### src/rtl/serial_tx_pkg.sv
// rtl/serial_tx_pkg.sv - shared state type and length helpers for the serial pattern transmitter
package serial_tx_pkg;

  typedef enum logic [1:0] {
    IDLE  = 2'd0,
    SHIFT = 2'd1,
    GAP   = 2'd2
  } tx_state_t;

  function automatic int len_w(input int width);
    return $clog2(width + 1);
  endfunction

  // A zero length means a full word; anything longer than the word is clamped.
  function automatic int eff_len(input int len, input int width);
    if (len == 0 || len > width) return width;
    return len;
  endfunction

endpackage

### src/rtl/tx_hold_reg.sv
// rtl/tx_hold_reg.sv - one-entry data/length holding register with full flag and registered ready
module tx_hold_reg #(
  parameter int WIDTH = 8,
  parameter int LEN_W = 4
) (
  input  logic             clk,
  input  logic             reset,
  input  logic             load_i,
  input  logic [WIDTH-1:0] data_i,
  input  logic [LEN_W-1:0] len_i,
  input  logic             drain_i,
  output logic             full_o,
  output logic             full_next_o,
  output logic             ready_o,
  output logic [WIDTH-1:0] data_o,
  output logic [LEN_W-1:0] len_o
);

  logic             full_q;
  logic             full_d;
  logic             ready_q;
  logic [WIDTH-1:0] data_q;
  logic [LEN_W-1:0] len_q;

  assign full_d = load_i | (full_q & ~drain_i);

  always_ff @(posedge clk or negedge reset) begin
    if (!reset) begin
      full_q  <= 1'b0;
      ready_q <= 1'b1;
      data_q  <= '0;
      len_q   <= '0;
    end else begin
      full_q  <= full_d;
      ready_q <= ~full_d;
      if (load_i) begin
        data_q <= data_i;
        len_q  <= len_i;
      end
    end
  end

  assign full_o      = full_q;
  assign full_next_o = full_d;
  assign ready_o     = ready_q;
  assign data_o      = data_q;
  assign len_o       = len_q;

endmodule

### src/rtl/serial_pattern_tx.sv
// rtl/serial_pattern_tx.sv - parallel-to-serial pattern transmitter with one-word hold and optional inter-word gap
module serial_pattern_tx
  import serial_tx_pkg::*;
#(
  parameter int   WIDTH      = 8,
  parameter int   GAP_CYCLES = 0,
  parameter bit   MSB_FIRST  = 1'b1,
  localparam int  LEN_W      = len_w(WIDTH)
) (
  input  logic             clk,
  input  logic             reset,
  input  logic [WIDTH-1:0] data_in,
  input  logic [LEN_W-1:0] len_in,
  input  logic             load_valid,
  output logic             load_ready,
  output logic             bit_out,
  output logic             bit_valid,
  output logic             busy,
  output logic             done
);

  localparam int GAP_W = (GAP_CYCLES > 1) ? $clog2(GAP_CYCLES) : 1;

  tx_state_t        state_q, state_d;
  logic [WIDTH-1:0] shreg_q;
  logic [LEN_W-1:0] cnt_q;
  logic [GAP_W-1:0] gap_cnt_q;
  logic             bit_out_q, bit_valid_q, busy_q, done_q;

  logic             accept;
  logic             shift_load, use_hold, hold_load, hold_drain, done_d;
  logic             hold_full, hold_full_d, hold_ready;
  logic [WIDTH-1:0] hold_data;
  logic [LEN_W-1:0] hold_len;
  logic [LEN_W-1:0] in_len;
  logic [WIDTH-1:0] src_data, aligned, rest;
  logic [LEN_W-1:0] src_len;
  logic             first_bit;

  assign accept = load_valid && hold_ready;
  assign in_len = LEN_W'(eff_len(int'(len_in), WIDTH));

  tx_hold_reg #(
    .WIDTH (WIDTH),
    .LEN_W (LEN_W)
  ) u_hold (
    .clk         (clk),
    .reset       (reset),
    .load_i      (hold_load),
    .data_i      (data_in),
    .len_i       (in_len),
    .drain_i     (hold_drain),
    .full_o      (hold_full),
    .full_next_o (hold_full_d),
    .ready_o     (hold_ready),
    .data_o      (hold_data),
    .len_o       (hold_len)
  );

  always_comb begin
    state_d    = state_q;
    shift_load = 1'b0;
    use_hold   = 1'b0;
    hold_load  = 1'b0;
    hold_drain = 1'b0;
    done_d     = 1'b0;
    case (state_q)
      IDLE: begin
        if (accept) begin
          shift_load = 1'b1;
          state_d    = SHIFT;
        end
      end
      SHIFT: begin
        if (cnt_q != '0) begin
          hold_load = accept;
        end else begin
          done_d = 1'b1;
          if (GAP_CYCLES == 0) begin
            // Word boundary with no gap: hold first, else bypass the fresh load straight in.
            if (hold_full) begin
              shift_load = 1'b1;
              use_hold   = 1'b1;
              hold_drain = 1'b1;
            end else if (accept) begin
              shift_load = 1'b1;
            end else begin
              state_d = IDLE;
            end
          end else begin
            if (hold_full || accept) begin
              hold_load = accept;
              state_d   = GAP;
            end else begin
              state_d = IDLE;
            end
          end
        end
      end
      GAP: begin
        if (gap_cnt_q == '0) begin
          if (hold_full) begin
            shift_load = 1'b1;
            use_hold   = 1'b1;
            hold_drain = 1'b1;
            state_d    = SHIFT;
          end else if (accept) begin
            shift_load = 1'b1;
            state_d    = SHIFT;
          end else begin
            state_d = IDLE;
          end
        end else begin
          hold_load = accept;
        end
      end
      default: state_d = IDLE;
    endcase
  end

  // Left-justify MSB-first words so the next bit is always at the shifter's top.
  always_comb begin
    src_data  = use_hold ? hold_data : data_in;
    src_len   = use_hold ? hold_len : in_len;
    aligned   = MSB_FIRST ? (src_data << (WIDTH - int'(src_len))) : src_data;
    first_bit = MSB_FIRST ? aligned[WIDTH-1] : aligned[0];
    rest      = MSB_FIRST ? (aligned << 1) : (aligned >> 1);
  end

  always_ff @(posedge clk or negedge reset) begin
    if (!reset) begin
      state_q     <= IDLE;
      shreg_q     <= '0;
      cnt_q       <= '0;
      gap_cnt_q   <= '0;
      bit_out_q   <= 1'b0;
      bit_valid_q <= 1'b0;
      busy_q      <= 1'b0;
      done_q      <= 1'b0;
    end else begin
      state_q <= state_d;
      done_q  <= done_d;
      busy_q  <= (state_d != IDLE) || hold_full_d;

      if (shift_load) begin
        shreg_q     <= rest;
        cnt_q       <= src_len - LEN_W'(1);
        bit_out_q   <= first_bit;
        bit_valid_q <= 1'b1;
      end else if (state_q == SHIFT && cnt_q != '0) begin
        bit_out_q   <= MSB_FIRST ? shreg_q[WIDTH-1] : shreg_q[0];
        shreg_q     <= MSB_FIRST ? (shreg_q << 1) : (shreg_q >> 1);
        cnt_q       <= cnt_q - LEN_W'(1);
        bit_valid_q <= 1'b1;
      end else begin
        bit_out_q   <= 1'b0;
        bit_valid_q <= 1'b0;
      end

      if (state_q == SHIFT && state_d == GAP) begin
        gap_cnt_q <= GAP_W'(GAP_CYCLES - 1);
      end else if (state_q == GAP && gap_cnt_q != '0) begin
        gap_cnt_q <= gap_cnt_q - GAP_W'(1);
      end
    end
  end

  assign load_ready = hold_ready;
  assign bit_out    = bit_out_q;
  assign bit_valid  = bit_valid_q;
  assign busy       = busy_q;
  assign done       = done_q;

endmodule
### config.mk
export PLATFORM = sky130hd
export DESIGN_NAME = serial_pattern_tx
export DESIGN_NICKNAME = d
export VERILOG_FILES = /design/src/rtl/serial_tx_pkg.sv /design/src/rtl/tx_hold_reg.sv /design/src/rtl/serial_pattern_tx.sv
export SDC_FILE = /design/constraint.sdc
export NUM_CORES = 1
export LEC_CHECK = 0
export CAP_MARGIN = 10
export CORE_UTILIZATION = 59
export CTS_BUF_LIST = sky130_fd_sc_hd__clkbuf_4 sky130_fd_sc_hd__clkbuf_8
export DETAILED_ROUTE_END_ITERATION = 8
export PLACE_DENSITY = 0.8
export SETUP_SLACK_MARGIN = 0.3
export SLEW_MARGIN = 15
export SYNTH_ARGS = -nofsm -noshare
export SYNTH_HDL_FRONTEND = slang
export SYNTH_SLANG_ARGS = --single-unit
### constraint.sdc
create_clock -name clk -period 3.73 [get_ports clk]
set_input_delay 0.746 -clock clk [delete_from_list [all_inputs] [get_ports clk]]
set_output_delay 0.746 -clock clk [all_outputs]
set_load 0.1 [all_outputs]
==> impl_metrics.csv, run 1 <==
group,metric,value,unit
detailed_routing,first_pass_iters,4,
layout,stdcell_count,288,
synth,synth-edff-count,0,
clock_tree,cts_tree,"built",
detailed_routing,drtAntennaViolNets,0,
global_route,grt_max_degree,33,
timing,rsz0062_at_grt,"no",
floorplan,core-area,3420,um^2
outcome,status,"complete, no violations",
worst_setup_path,critPathMaxFanout,12,
clock_tree,cts_root_buf,"clkbuf_4",
worst_setup_path,worstReg2RegStart,"state_q[1]",
synth,ys_ff_latch,32,
worst_setup_path,critPathCaptureType,"flop",
placement,hpwl,3670,um
worst_setup_path,startpoint,"state_q[1]",
timing,fin_crit_sh,85.6,%
synth,yosysMostFrequentCell,"dfrtp_1",
worst_setup_path,worstSetupStartpointType,"flop",
layout,drive_above_1_share,13.2,%
pwr,power_density,269,nW/um^2
detailed_routing,wirelength,4960,um
synth,synth_fp_nets,242,
clock_tree,cts_buffers,5,
global_route,grt_pass1_vias,1770,
timing,setup_violations,0,
synth,syn-cell-area,2150,um^2
global_route,antenna_found_initial,0,
synth,ys_seq_area_share,37.3,%
timing,timing.fmax,313,MHz
floorplan,initial_core_util,63.0,%
clock_tree,clk-insertion-delay-late,0.34,ns
synth,synthDominantCellAreaShare,36.0,%
worst_setup_path,cp.arrival,3.44,ns
floorplan,die_w,62.4,um
global_route,grt_pass1_wl,8420,um
pwr,irDropWorstVdd,0.187,mV
placement,routabilityCongestion,0.926,
timing,whs,0.515,ns
synth,synthDistinctLibCells,56,
global_route,gr-total-overflow,0,
detailed_routing,drc_errors,0,
floorplan,rows,21,
timing,maxSlewHeadroom,35.1,%
hold_path,min-delay-start,"cnt_q[3]",
pwr,p_leak,1.02,nW
worst_setup_path,r2r_setup_slack,0.54,ns
run,max_cap_violations,0,
synth,avgSynthCellArea,9.74,um^2
timing,hold_viol_final,0,
clock_tree,clk_pin_slew,0.10,ns
layout,antenna_cells,0,
clock_tree,clock_sinks,32,
timing,tns,0,ns
synth,yosys.area.top_type,"dfrtp_1",
detailed_routing,wl_per_cell,17.2,um
detailed_routing,dr.first_iter.drc_count,133,
synth,synth_ff_type,"dfrtp_1",
placement,port_buffers,19,
synth,async_reset_ff_share,100,%
clock_tree,clock_tree.buffer_depth,2,
hold_path,hold_path_class,"reg2reg",
synth,synth_cells,221,
floorplan,dieArea,3890,um^2
floorplan,die_h,62.4,um
clock_tree,htreeDepth,2,
placement,dpl.cell_count,280,
worst_setup_path,critPathKind,"reg2reg",
layout,layout.nets,262,
timing,min_period,3.19,ns
floorplan,io_pins,20,
detailed_routing,vias,1819,
synth,ys_warn_count,0,
timing,max_slew.worst_pin.slew,0.971,ns
synth,yosys-top-cells-area,"dfrtp_1, mux2i_1, mux2_2",
timing,clock_skew,0.00835,ns
worst_setup_path,required,3.98,ns
synth,synth_common_cells,"dfrtp_1, mux2i_1, nand2_1",
layout,syn2layout_area_growth,14.0,%
timing,slew_viol_final,0,
detailed_routing,vias_per_cell,6.32,
global_route,gr-usage-all-layers,27.7,%
registers in the layout, summed over array words and instances, names as in the netlist:
| signal | count |
|---|---|
| busy | 1 |
| cnt_q | 4 |
| bit_valid | 1 |
| u_hold.full_o | 1 |
| gap_cnt_q | 1 |
| u_hold.len_o | 4 |
| state_q | 2 |
| u_hold.ready_o | 1 |
| done | 1 |
| shreg_q | 7 |
| bit_out | 1 |
| u_hold.data_o | 8 |
layer usage:
layer	vias up	share of wire, %	GRT usage [%]
li1	862	-	-
met1	896	47	37.0
met2	54	47	45.1
met3	7	3.7	5.29
met4	0	1.6	9.88
met5	-	0	0
cells in the final DEF, fill, tap and decap left out, types with 5 or more instances in the layout:
cell             netlist  layout
inv_1                  6       6
nand3_1                5       5
ha_1                   6       5
nor2_1                15      15
nand2b_1               7       7
mux2i_1               26      26
o21ai_0               12      12
dfrtp_1               31      31
nand2_1               19      19
mux2_2                 8       8
nor3_1                 9       9
clkdlybuf4s50_1        0      19
clkbuf_4               0       7
a21oi_1               12      12
o22ai_1                5       5
worst paths after layout:
path                       cells after the start        endpoint
max                                           11      shreg_q[6]
min                                            1            done
max reg2reg                                   11      shreg_q[6]
min reg2reg                                    1            done
max in group asynchronous                      2  u_hold.ready_o
min in group asynchronous                      2      shreg_q[3]
repair_timing:
item | in CTS | in global routing
setup endpoints to repair | 1 | 2
hold buffers | 0 | 0
setup buffers | 0 | 0
gates resized for setup | 1 | 2
kinds of logic after synthesis:
group                    count (synthesis)  synth area share (%)
multiplexers                            37                  19.0
adder cells (fa/ha/maj)                  6                  3.49
XOR/XNOR                                 6                  2.44
buffers and inverters                   16                  3.49
flip-flops                              32                  37.3
AND/OR/NAND/NOR                         67                  16.2
AO/OA/AOI/OAI                           57                  18.1
power by group:
group	internal [mW]	leakage [nW]	switching, mW
Clock	0.107	0.0394	0.115
Combinational	0.0397	0.570	0.0487
Sequential	0.348	0.415	0.00130
Total	0.495	1.02	0.165
per-stage QoR:
step / utilization [%] / worst slack (ns) / cell area (um^2) / power (mW)
6_report: 71.8 / 0.539 / 2450 / 0.660
5_1_grt: 71.8 / 0.356 / 2450 / 0.686
4_1_cts: 71.6 / 0.387 / 2440 / 0.665
3_5_place_dp: 69.6 / 0.301 / 2380 / 0.443
3_3_place_gp: 69.6 / 0.449 / 2380 / 0.441
2_1_floorplan: - / 0.920 / 2150 / 0.403
area by class of cell:
type                    instances  area [um^2]
clock buffers                   8         66.3
fillers                       278          962
inverters                       6         22.5
multi-input cells             173         1280
flip-flops and latches         32          802
well taps                      46         57.6
repair buffers                 23          220
critical path, stage by stage (launching register included):
cell and delay [ns]:
dfrtp_1 0.41, inv_1 0.11, ha_2 0.28, nor3b_4 0.30
a21o_4 0.26, nor2_1 0.08, a21oi_1 0.25, ha_1 0.43
a2111oi_0 0.41, o211ai_1 0.17, o2111a_1 0.18, a211oi_1 0.23
No activity file was read; power rests on OpenSTA's default activity.
==> run 2: changes to the inputs <==
--- a/config.mk
+++ b/config.mk
@@ -9,6 +9,7 @@
 export CORE_UTILIZATION = 59
 export CTS_BUF_LIST = sky130_fd_sc_hd__clkbuf_4 sky130_fd_sc_hd__clkbuf_8
 export DETAILED_ROUTE_END_ITERATION = 8
+export GPL_TIMING_DRIVEN = 0
 export PLACE_DENSITY = 0.8
 export SETUP_SLACK_MARGIN = 0.3
 export SLEW_MARGIN = 15
==> run 2 against run 1 <==
  * Clock-buffer cell count shrank 2
  * Critical path depth grew 2
  * Register-to-register slack lost 0.02 ns
  * Worst setup slack lost 0.016 ns
  * Global-route usage grew 0.50 points
  * Routed wire length shrank 2.5%
  * First-iteration DRC count shrank 14%
  * Cell area grew 1.1%
==> impl_metrics.csv, run 2 (synthesis gave the netlist of run 1 again) <==
group,metric,value,unit
clock_tree,clock_sinks,32,
clock_tree,htreeDepth,2,
pwr,switching_share,24.5,%
pwr,irDropWorstVdd,0.235,mV
layout,layout_commonest_cell,"dfrtp_1",
worst_setup_path,worstSetupStartpointType,"flop",
detailed_routing,wirelength,4830,um
timing,fin_crit_sh,86.0,%
worst_setup_path,crit_path_max_incr_delay,0.41,ns
layout,postLayoutCoreUtil,72.6,%
timing,setup_violations,0,
floorplan,io_pins,20,
detailed_routing,wl_per_cell,16.4,um
floorplan,rows,21,
floorplan,initial_core_util,63.0,%
global_route,gr-total-overflow,0,
global_route,antenna_found_initial,0,
detailed_routing,dr.first_iter.drc_count,114,
pwr,power_density,285,nW/um^2
placement,dp_slack,0.262,ns
timing,rsz0062_at_grt,"no",
worst_setup_path,crit_chain,"inv_1 -> ha_1 -> buf_4 -> nor3b_4 -> a21o_1 -> buf_6 -> nor2_1 -> a21oi_1 -> ha_1 -> a2111oi_0 -> o211ai_1 -> o2111a_1 -> a211oi_1",
detailed_routing,vias_per_cell,6.28,
placement,port_buffers,19,
clock_tree,cts_buffers,5,
detailed_routing,first_pass_iters,5,
pwr,internal_power,0.534,mW
layout,antenna_cells,0,
pwr,p_leak,1.05,nW
hold_path,hold_path_class,"in2async",
timing,hold_viol_final,0,
layout,layout_common_cells,"dfrtp_1, mux2i_1, nand2_1",
global_route,gr-usage-all-layers,28.2,%
clock_tree,cts_tree,"built",
timing,clock_skew,0.0157,ns
worst_setup_path,required,4.00,ns
pwr,switchingPower,0.173,mW
worst_setup_path,path_common_cell,"ha_1",
layout,largest_register_ffs,8,
timing,timing.fmax,312,MHz
timing,tns,0,ns
outcome,status,"complete, no violations",
run,max_cap_violations,0,
detailed_routing,drtAntennaViolNets,0,
detailed_routing,vias,1846,
pwr,pwr-share-seq,49.3,%
clock_tree,ctsHoldBuffers,0,
worst_setup_path,critPathKind,"reg2reg",
worst_setup_path,cp.arrival,3.47,ns
detailed_routing,drc_errors,0,
layout,drive_above_1_share,14.1,%
timing,setup_slack,0.523,ns
global_route,grt_max_degree,33,
floorplan,dieArea,3890,um^2
floorplan,die_w,62.4,um
timing,slew_viol_final,0,
timing,min_period,3.21,ns
pwr,finalPower,0.707,mW
worst_setup_path,critPathMaxFanout,10,
pwr,p_clk_share,38.4,%
placement,routabilityCongestion,0.887,
clock_tree,clk-insertion-delay-late,0.35,ns
timing,maxSlewHeadroom,35.5,%
worst_setup_path,cp_slowest_cell,"dfrtp_1",
clock_tree,clk_pin_slew,0.11,ns
floorplan,core-area,3420,um^2
pwr,p_comb_share,12.3,%
layout,layout.nets,268,
worst_setup_path,critPathCaptureType,"flop",
clock_tree,clock_tree.buffer_depth,2,
floorplan,die_h,62.4,um
timing,max_slew.worst_pin.slew,0.964,ns
global_route,grt_pass1_wl,8350,um
layout,syn2layout_area_growth,15.3,%
clock_tree,cts_root_buf,"clkbuf_4",
global_route,grt_pass1_vias,1692,
placement,hpwl,3550,um
[run 2: power by group through the flow]
stage          combinational [mW]  clock [mW]  sequential [mW]
3_3_place_gp               0.0839           0            0.356
3_5_place_dp               0.0851           0            0.356
2_1_floorplan              0.0478           0            0.355
4_1_cts                    0.0855       0.274            0.349
6_report                   0.0870       0.271            0.349
5_1_grt                    0.0958       0.282            0.349
[run 2: worst max-delay path: cells and delay by family, from the launching register on]
family	cells	cell delay (ns)
AO/OA/AOI/OAI	6	1.45
flip-flops	1	0.41
buffers and inverters	3	0.44
AND/OR/NAND/NOR	2	0.34
adder cells (fa/ha/maj)	2	0.47
[run 2: through the flow]
stage | cell area, um^2 | cells | hold WS (ns)
after floorplan | 2150 | 221 | 0.439
after global placement | 2400 | 286 | 0.464
after detailed placement | 2390 | 286 | 0.490
after CTS | 2470 | 294 | 0.458
after global routing | 2480 | 294 | 0.514
final | 2480 | 294 | 0.435
[run 2: final cells by class]
cell class	instances	area (um^2)
fill	284	935
timing repair buffer	19	185
buffer	10	55.1
clock inverter	2	35.0
inverter	6	22.5
tap	46	57.6
sequential	32	802
clock buffer	6	45.0
multi-input combinational	173	1280
[run 2: layer usage]
layer	part of all wire, %	vias up	global-route usage (%)
li1	-	874	-
met5	0	-	0
met1	47	898	38.0
met3	5.1	8	5.29
met4	1.7	0	14.2
met2	46	66	43.4
[run 2: path summary, 6_finish.rpt]
path,startpoint,endpoint,slack [ns],cells past startpoint
setup / recovery,state_q[1],shreg_q[6],0.52,13
hold / removal,reset,shreg_q[2],0.43,1
setup reg to reg,state_q[1],shreg_q[6],0.52,13
hold reg to reg,cnt_q[3],done,0.50,1
max in group asynchronous,reset,cnt_q[1],2.83,1
min in group clk,cnt_q[3],done,0.50,1
[run 2: repair_timing]
action,CTS,global route
buffers inserted,0,0
resized for setup,0,4
endpoints found under the hold margin,0,0
setup endpoints to repair,0,7
